<file path="src/rtl/multdiv_ctrl.sv">
// Pipeline-side controller for the multi-cycle multiplier/divider: launches an
// operation from D/X, holds operands while it runs, and registers the write-back.
module multdiv_ctrl (
    input  logic        clk,
    input  logic        reset,
    input  logic        dx_valid,
    input  logic [4:0]  dx_opcode,
    input  logic [4:0]  dx_aluop,
    input  logic [4:0]  dx_rd,
    input  logic [31:0] dx_A,
    input  logic [31:0] dx_B,
    input  logic [31:0] md_result,
    input  logic        md_exception,
    input  logic        md_ready,
    output logic [31:0] op_A,
    output logic [31:0] op_B,
    output logic [4:0]  op_aluop,
    output logic        multDivPrev,
    output logic        stall,
    output logic        wb_valid,
    output logic [4:0]  wb_rd,
    output logic [31:0] wb_data,
    output logic        timeout
);

    typedef enum logic [1:0] {IDLE, BUSY, DONE} state_t;

    localparam logic [4:0] ALU_MUL = 5'b00110;
    localparam logic [4:0] ALU_DIV = 5'b00111;
    localparam logic [4:0] RD_EXC  = 5'd30;
    localparam logic [5:0] CNT_MAX = 6'd63;

    state_t      state;
    logic [5:0]  cnt;
    logic [31:0] lat_a;
    logic [31:0] lat_b;
    logic [4:0]  lat_aluop;
    logic [4:0]  lat_rd;
    logic        launch;
    logic [31:0] exc_code;

    assign launch = (state == IDLE) && dx_valid && (dx_opcode == 5'b00000) &&
                    ((dx_aluop == ALU_MUL) || (dx_aluop == ALU_DIV));

    assign exc_code = (lat_aluop == ALU_DIV) ? 32'd5 : 32'd4;

    // Operands pass straight through until an operation owns the wrapper.
    always_comb begin
        op_A        = dx_A;
        op_B        = dx_B;
        op_aluop    = dx_aluop;
        multDivPrev = 1'b0;
        stall       = 1'b0;
        if (state != IDLE) begin
            op_A     = lat_a;
            op_B     = lat_b;
            op_aluop = lat_aluop;
        end
        if (state == BUSY) begin
            multDivPrev = 1'b1;
        end
        if (!reset && (launch || state == BUSY)) begin
            stall = 1'b1;
        end
    end

    always_ff @(posedge clk or posedge reset) begin
        if (reset) begin
            state     <= IDLE;
            cnt       <= 6'd0;
            lat_a     <= 32'd0;
            lat_b     <= 32'd0;
            lat_aluop <= 5'd0;
            lat_rd    <= 5'd0;
            wb_valid  <= 1'b0;
            wb_rd     <= 5'd0;
            wb_data   <= 32'd0;
            timeout   <= 1'b0;
        end else begin
            case (state)
                IDLE: begin
                    if (launch) begin
                        lat_a     <= dx_A;
                        lat_b     <= dx_B;
                        lat_aluop <= dx_aluop;
                        lat_rd    <= dx_rd;
                        cnt       <= 6'd0;
                        state     <= BUSY;
                    end
                end
                BUSY: begin
                    if (cnt != CNT_MAX) begin
                        cnt <= cnt + 6'd1;
                    end
                    // A result arriving on the last allowed cycle still wins over the timeout.
                    if (md_ready) begin
                        state <= DONE;
                        if (md_exception) begin
                            wb_rd    <= RD_EXC;
                            wb_data  <= exc_code;
                            wb_valid <= 1'b1;
                        end else begin
                            wb_rd    <= lat_rd;
                            wb_data  <= md_result;
                            wb_valid <= (lat_rd != 5'd0);
                        end
                    end else if (cnt == CNT_MAX) begin
                        timeout  <= 1'b1;
                        wb_rd    <= RD_EXC;
                        wb_data  <= exc_code;
                        wb_valid <= 1'b1;
                        state    <= DONE;
                    end
                end
                DONE: begin
                    wb_valid <= 1'b0;
                    state    <= IDLE;
                end
                default: begin
                    state <= IDLE;
                end
            endcase
        end
    end

endmodule

</file>
<file path="config.mk">
export PLATFORM = sky130hd
export DESIGN_NAME = multdiv_ctrl
export DESIGN_NICKNAME = d
export VERILOG_FILES = /design/src/rtl/multdiv_ctrl.sv
export SDC_FILE = /design/constraint.sdc
export NUM_CORES = 1
export LEC_CHECK = 0
export ABC_AREA = 1
export CAP_MARGIN = 20
export CORE_MARGIN = 3
export CORE_UTILIZATION = 47
export CTS_CLUSTER_SIZE = 14
export DETAILED_ROUTE_END_ITERATION = 7
export GPL_ROUTABILITY_DRIVEN = 0
export PLACE_DENSITY = 0.92
export SKIP_LAST_GASP = 1
export SLEW_MARGIN = 20
export SYNTH_ARGS = -nofsm -noshare
export SYNTH_HDL_FRONTEND = slang
export SYNTH_SLANG_ARGS = --single-unit
</file>
<file path="constraint.sdc">
create_clock -name clk -period 7.46 [get_ports clk]
set_input_delay 1.492 -clock clk [delete_from_list [all_inputs] [get_ports clk]]
set_output_delay 1.492 -clock clk [all_outputs]
set_load 0.1 [all_outputs]
</file>
=== After elaboration in Yosys (flattened, before gate mapping) ===
Index checks and enable logic that the tools add are counted.

* Bits in registers: 121
* Word-level logic and storage cells: 65
* Bits of input ports: 116
* Output and inout port bits: 110

* Multiplexer cells: 23
* Bitwise operators: 1
* Reduce and logical (&&, ||, !) cells: 20
* Add/sub/neg operators: 1
* Equal/unequal tests: 10

{| class="wikitable"
|+ Operator list
! kind !! number
|-
| two-way mux 32 bit || 5
|-
| two-way mux 5 bit || 4
|-
| equality test 5 x 3 -> 1 bit, second input constant || 3
|-
| two-way mux 6 bit || 2
|-
| case mux 6 bit (2 select lines) || 1
|-
| AND reduction 2 bit || 4
|-
| nonzero test 2 bit || 4
|-
| adder 6 x 1 -> 6 bit, second input constant || 1
|-
| equality test 6 bit, second input constant || 1
|-
| two-way mux 1 bit || 6
|-
| two-way mux 2 bit || 3
|-
| != test 6 bit, second input constant || 1
|-
| AND reduction 3 bit || 2
|-
| zero test 5 bit || 1
|-
| nonzero test 5 bit || 1
|-
| logical AND 1 bit || 4
|-
| case mux 2 bit (2 select lines) || 1
|-
| != test 3 x 2 -> 1 bit, second input constant || 1
|-
| equality test 2 x 1 -> 1 bit, second input constant || 1
|-
| equality test 2 bit, second input constant || 1
|-
| zero test 2 bit || 1
|-
| logical OR 1 bit || 2
|-
| != test 2 x 1 -> 1 bit, second input constant || 1
|-
| != test 2 bit, second input constant || 1
|-
| 3 further kinds || 3
|}

=== Longest topological paths before layout ===
Gate-level depths: netlist of run 1.

* Depth after elaboration: 7
* Mapped depth: 10
* Mapped depth without buffers: 9

=== Least setup slack after synthesis of run 1 ===
OpenSTA, ideal clock, no wires.

* Kind: input port to output port
* From: input dx_opcode[4]
* To: output stall
* Path buffers: 2
* Path slack: 2,303 ps
* Data required time: 5,968 ps
* Data arrival time: 3,665 ps
* Stages: 7
* Path through: inv_1 -> nand2_1 -> nor2_1 -> nand3_2 -> buf_2 -> buf_2 -> a21oi_1

* Longest elaborated chain between the ends: 6

{| class="wikitable"
|+ Ends and longest elaborated chain
! what !! RTL line !! text
|-
| from (decl) || 7 || <nowiki>input logic [4:0] dx_opcode,</nowiki>
|-
| zero test 5 bit || 42 || <nowiki>assign launch = (state == IDLE) && dx_valid && (dx_opcode == 5'b00000) &&</nowiki>
|-
| logical AND 1 bit (2 in a row) || 42 ||
|-
| logical OR 1 bit || 62 || <nowiki>if (!reset && (launch || state == BUSY)) begin</nowiki>
|-
| logical AND 1 bit || 62 ||
|-
| two-way mux 1 bit || 62 ||
|-
| to (decl) || 19 || <nowiki>output logic stall,</nowiki>
|}

No other way between the ends.

=== Worst setup path after layout of run 1 ===
* From: input dx_valid
* To: output stall

* Longest elaborated chain between the ends: 6

{| class="wikitable"
|+ Ends and longest elaborated chain
! what !! RTL line !! text
|-
| from (decl) || 6 || <nowiki>input logic dx_valid,</nowiki>
|-
| logical AND 1 bit (3 in a row) || 42 ||
|-
| logical OR 1 bit || 62 ||
|-
| logical AND 1 bit || 62 ||
|-
| two-way mux 1 bit || 62 ||
|}

No other way between the ends.

==> flow_metrics.env, run 1 <==
export IMPL_cts_tree="done"
export IMPL_cp_start_kind="input port"
export IMPL_first_pass_iters=5
export IMPL_hp_class="flip-flop to flip-flop"
export IMPL_drc=0
export IMPL_rsz0062_at_grt="false"
export IMPL_synth_seq_area_share_pct=52.7
export IMPL_num_vias=5481
export IMPL_num_io_pins=226
export IMPL_n_antenna_cell=0
export IMPL_crit_path_frequent_cell="clkdlybuf4s50_1"
export IMPL_finalHoldViolCount=0
export IMPL_critPathSlowestCell="clkdlybuf4s50_1"
export IMPL_path_max_fanout=37
export IMPL_root_buffer="clkbuf_16"
export IMPL_drt_wl_total_um=16000
export IMPL_max_freq_mhz=176
export IMPL_io_buffer_count=225
export IMPL_period_share_pct=76.0
export IMPL_cts_resized=0
export IMPL_synth_area_um2=5750
export IMPL_critical_path_max_stage_delay_ns=1.16
export IMPL_worst_pin_slew_ns=1.02
export IMPL_grt_use_met3_pct=5.85
export IMPL_fin_skew_ns=0.00900
export IMPL_first_iter_violations=518
export IMPL_worst_ep_arrival_time_ns=4.18
export IMPL_synthMuxAreaShare_pct=0
export IMPL_synthAdderAreaFrac_pct=1.31
export IMPL_critical_path_startpoint="dx_valid"
export IMPL_num_rows=39
export IMPL_min_delay_start="timeout$_DFFE_PP0P_"
export IMPL_cts_setup_buffers=0
export IMPL_ys_seq_elements=121
export IMPL_grt_busiest_layer="met2"
export IMPL_tns_ns=0
export IMPL_antenna_found_initial=0
export IMPL_numCtsBuffers=17
export IMPL_setup_viol=0
export IMPL_synth_compound_area_share_pct=16.5
export IMPL_relSlewSlack_pct=31.5
export IMPL_avgSynthCellArea_um2=7.88
export IMPL_register_area_um2=3030
export IMPL_cts_max_path_buffers=2
export IMPL_dp_hpwl_um=11000
export IMPL_fin_nets=1060
export IMPL_rrSetupSlack_ns=4.39
export IMPL_start_util_pct=49.3
export IMPL_drv_cap=0
export IMPL_multi_input_area_um2=2080
export IMPL_synthArstFlopShare_pct=100
export IMPL_yosysUniqueCellTypes=24
export IMPL_r2r_start="state[1]$_DFFE_PP0P_"
export IMPL_path_buf_inv=2
export IMPL_htreeDepth=4
export IMPL_vias_per_cell=5.01
export IMPL_cts_hold_buffers_added=0
export IMPL_synth_fp_nets=852
export IMPL_met2_usage_pct=41.9
export IMPL_gr_usage_met1_pct=28.4
export IMPL_drive_above_1_share_pct=4.63
export IMPL_die_w_um=117
export IMPL_grt_use_total_pct=23.7
export IMPL_clk_pin_slew_worst_paths_ns=0.05
export IMPL_yosys_warnings=0
export IMPL_synth_xor_area_share_pct=0.305
export IMPL_fp_coreArea_um2=11700
export IMPL_maxSlewViolCount=0
export IMPL_synth_edf_count=0
export IMPL_synth_flop_cell="dfrtp_1"
export IMPL_period_minus_slack_ns=5.67
export IMPL_grt_pass1_vias=5367
export IMPL_syn_to_final_growth_pct=50.8
export IMPL_final_util_pct=74.3
export IMPL_cp_cell_sequence="clkdlybuf4s50_1 -> nand2_1 -> nor2_1 -> nand3_4 -> a21oi_1 -> clkdlybuf4s50_1"
export IMPL_grt_pass1_wl_um=25400
export IMPL_status="finished, final reports clean"
export IMPL_fillers=795
export IMPL_die_area_um2=13600
export IMPL_worstPathRequired_ns=5.97
export IMPL_grt_max_degree=120
export IMPL_synth_top_family_by_area="simple AND/OR/NAND/NOR gates"
export IMPL_overflow=0
export IMPL_yosys_area_share_simple_pct=17.6
export IMPL_clock_sinks=121
export IMPL_end_kind="primary output"
export IMPL_wl_per_cell_um=14.6
export IMPL_ant_nets=0
export IMPL_insertion_delay_ns=0.41
export IMPL_fp_dieH_um=117
export IMPL_cpLargestDelayFamily="buffers and inverters"
export IMPL_postSynthCellCount=730
export IMPL_criticalPathCategory="input port to primary output"
-- through the flow --
step	cells	instance area, µm²	worst slack [ns]	hold WS, ns
3_3_place_gp	1061	8030	1.84	0.464
3_5_place_dp	1061	8030	1.79	0.473
4_1_cts	1093	8640	1.78	0.486
5_1_grt	1094	8670	1.66	0.498
6_report	1094	8670	1.79	0.480
2_1_floorplan	730	5750	2.30	0.445
-- worst reg2reg max path, stage by stage, from the launching register on --
cell     delay [ns]
dfrtp_1        0.40
inv_1          0.17
ha_4           0.34
buf_16         0.33
nand2_1        0.16
nor2_1         0.21
nand3_4        0.36
buf_4          0.56
nor2_1         0.32
a21oi_1        0.07
-- layout make-up --
| cell class | instances | share of cell area (%) |
|---|---|---|
| inverter | 122 | 5.31 |
| tap | 143 | 2.06 |
| multi-input combinational | 446 | 24.0 |
| clock inverter | 12 | 1.62 |
| timing repair buffer | 230 | 26.6 |
| clock buffer | 20 | 5.38 |
| sequential | 121 | 34.9 |
-- sequential cells by signal, indices dropped and copies added (netlist names) --
name       cells
lat_a         32
lat_b         32
wb_data       32
cnt            6
lat_aluop      5
lat_rd         5
wb_rd          5
state          2
timeout        1
wb_valid       1
-- cell usage in the layout, fill, tap and decap left out, types with 2 or more instances in the layout --
cell type	netlist	layout
o21ai_1	2	2
inv_6	0	2
nand3_1	39	39
clkinv_4	0	4
clkbuf_16	0	17
o21ai_0	113	113
bufinv_16	0	2
clkbuf_8	0	3
nor2_1	82	81
buf_4	1	4
nand2_1	125	125
a21oi_1	68	68
inv_1	122	121
clkdlybuf4s50_1	0	225
clkinvlp_4	0	3
ha_1	6	5
dfrtp_1	121	121
-- metal layers --
metal	vias up	part of all wire (%)
met5	-	0
met4	0	2.1
met3	22	6.9
met2	204	51
met1	2546	40
li1	2709	-
-- cell families (layout without fill, tap and decap cells) --
kind of cell / after synthesis / in the layout
AOI/OAI and AO/OA: 187 / 187
and+or+nand+nor: 251 / 251
adders and majority gates: 6 / 6
buffers and inverters: 163 / 384
xor gates and xnor gates: 2 / 2
DFF: 121 / 121
-- cell usage after synthesis (all sizes together), types with 6 or more instances --
master  count  area share, %
dfrtp     121             53
nor2       82            5.4
nand2     125            8.2
inv       122            8.0
nand3      41            3.7
a21oi      69            6.1
ha          6            1.3
clkbuf     17            1.1
o21ai     116             10
buf        24            2.5
-- path summary, 6_finish.rpt --
check                                     endpoint  depth (start not counted)
min in group asynchronous  wb_data[23]$_DFFE_PP0P_                          2
setup / recovery                             stall                          6
hold / removal                 timeout$_DFFE_PP0P_                          1
setup reg to reg             lat_b[28]$_DFFE_PP0P_                          9
max in group asynchronous     lat_b[8]$_DFFE_PP0P_                          3
hold reg to reg                timeout$_DFFE_PP0P_                          1
Power of run 1 is left out: the tool's default activity adds up to more than one toggle a clock period on the data nets, which glitch-free logic cannot reach.
==> run 2: changes to the inputs <==
Settings changed: CORE_UTILIZATION 47 to 40, PLACE_DENSITY 0.92 to 0.83.
Clock period 7.46 ns to 4.8 ns, I/O delays scaled along.
==> run 2 against run 1 <==
  * Via count shrank 1.6%
  * First-iteration DRC count down 49%
  * Sequential cell count did not move
  * Final cell count increased by 3.5%
  * Setup slack got worse by 0.63 ns
  * Global-route usage is 4.8 points lower
  * Utilization shrank 13 points
  * Wire length is 6.3% lower
  * Die area is 17% higher
  * Largest cell class unchanged
  * Highest routed layer is now met5
==> flow_metrics.env, run 2 (same netlist as run 1, synthesis figures left out) <==
export IMPL_die_w_um=126
export IMPL_hp_class="flip-flop to flip-flop"
export IMPL_cts_setup_buffers=0
export IMPL_root_buffer="clkbuf_16"
export IMPL_period_share_pct=75.9
export IMPL_register_area_um2=3030
export IMPL_cts_tree="done"
export IMPL_drt_wl_total_um=15000
export IMPL_fp_dieH_um=126
export IMPL_dp_hpwl_um=10700
export IMPL_finalHoldViolCount=0
export IMPL_rsz0062_at_grt="false"
export IMPL_insertion_delay_ns=0.41
export IMPL_tns_ns=0
export IMPL_setup_viol=0
export IMPL_fillers=1222
export IMPL_syn_to_final_growth_pct=48.5
export IMPL_numCtsBuffers=17
export IMPL_ant_nets=0
export IMPL_first_iter_violations=266
export IMPL_clk_pin_slew_worst_paths_ns=0.05
export IMPL_die_area_um2=15800
export IMPL_worstPathRequired_ns=3.84
export IMPL_wl_per_cell_um=13.2
export IMPL_n_antenna_cell=0
export IMPL_end_kind="primary output"
export IMPL_maxSlewViolCount=0
export IMPL_multi_input_area_um2=2080
export IMPL_overflow=0
export IMPL_vias_per_cell=4.77
export IMPL_fin_nets=1061
export IMPL_cts_hold_buffers_added=0
export IMPL_period_minus_slack_ns=3.64
export IMPL_first_pass_iters=5
export IMPL_criticalPathCategory="flip-flop to primary output"
export IMPL_num_io_pins=226
export IMPL_grt_use_total_pct=18.9
export IMPL_grt_max_degree=85
export IMPL_status="finished, final reports clean"
export IMPL_path_max_fanout=60
export IMPL_num_vias=5394
export IMPL_io_buffer_count=225
export IMPL_clock_sinks=121
export IMPL_cts_max_path_buffers=2
export IMPL_top_regs="lat_a (32), lat_b (32), wb_data (32)"
export IMPL_cp_start_kind="flip-flop"
export IMPL_start_util_pct=41.1
export IMPL_worst_ep_arrival_time_ns=2.68
export IMPL_final_cell_mix="155 x clkdlybuf4s50_1, 125 x nand2_1, 121 x inv_1, 121 x dfrtp_1, 113 x o21ai_0"
export IMPL_max_freq_mhz=274
export IMPL_grt_pass1_vias=5208
export IMPL_antenna_found_initial=1
export IMPL_fp_coreArea_um2=14000
export IMPL_worst_pin_slew_ns=1.00
export IMPL_drive_above_1_share_pct=11.9
export IMPL_drv_cap=0
export IMPL_grt_pass1_wl_um=24400
export IMPL_fin_skew_ns=0.00751
export IMPL_relSlewSlack_pct=32.9
export IMPL_htreeDepth=4
export IMPL_cts_resized=0
export IMPL_layout_commonest_cell="clkdlybuf4s50_1"
export IMPL_num_rows=43
export IMPL_drc=0
==> run 2: cell count changes in the layout (fill, tap and decap cells not counted), sizes merged <==
cell           previous run  this run
inv                     124       122
clkbuf                   20        21
clkdlybuf4s50           225       155
buf                       5        76
bufinv                    2         3
clkinvlp                  3         2
clkinv                    5         6
==> run 2: stage by stage <==
step,hold slack [ns],std cells,util [%],worst slack (ns),area [µm²]
finish,0.486,1132,61.0,1.16,8540
global route,0.513,1132,61.0,0.940,8540
CTS,0.483,1132,61.0,1.11,8540
detailed placement,0.467,1100,56.7,1.44,7930
global placement,0.463,1100,56.7,1.43,7930
floorplan,0.445,730,-,0.626,5750
==> run 2: layer usage <==
| layer | wire length [µm] | vias to the layer above | GRT usage [%] |
|---|---|---|---|
| met5 | 13 | - | 0 |
| li1 | - | 2709 | - |
| met4 | 361 | 2 | 7.89 |
| met2 | 7000 | 211 | 30.7 |
| met3 | 1030 | 31 | 5.09 |
| met1 | 6590 | 2441 | 24.0 |
==> run 2: cell type report <==
class	instances	share of cell area, %
Timing Repair Buffer	231	25.0
Clock inverter	11	1.71
Clock buffer	21	5.39
Inverter	122	5.39
Sequential cell	121	35.5
Tap cell	180	2.64
Multi-Input combinational cell	446	24.4
==> run 2: worst paths after layout <==
path                                      start                    to  slack, ns  cells past startpoint
max in group asynchronous                 reset  lat_b[7]$_DFFE_PP0P_       2.96                      3
min reg2reg                 timeout$_DFFE_PP0P_   timeout$_DFFE_PP0P_       0.49                      1
min                         timeout$_DFFE_PP0P_   timeout$_DFFE_PP0P_       0.49                      1
min in group asynchronous                 reset    cnt[4]$_DFFE_PP0P_       1.05                      2
max                        state[0]$_DFFE_PP0P_              op_B[25]       1.16                      6
max reg2reg                state[0]$_DFFE_PP0P_    cnt[3]$_DFFE_PP0P_       1.98                     10
==> run 2: critical path, stage by stage, from the launching register on <==
cell and delay [ns]:
dfrtp_1 0.41, inv_1 0.17, ha_4 0.55, buf_4 0.54, nand2_1 0.09, o21ai_0 0.15
buf_4 0.36
Power of run 2 is left out for the same reason.
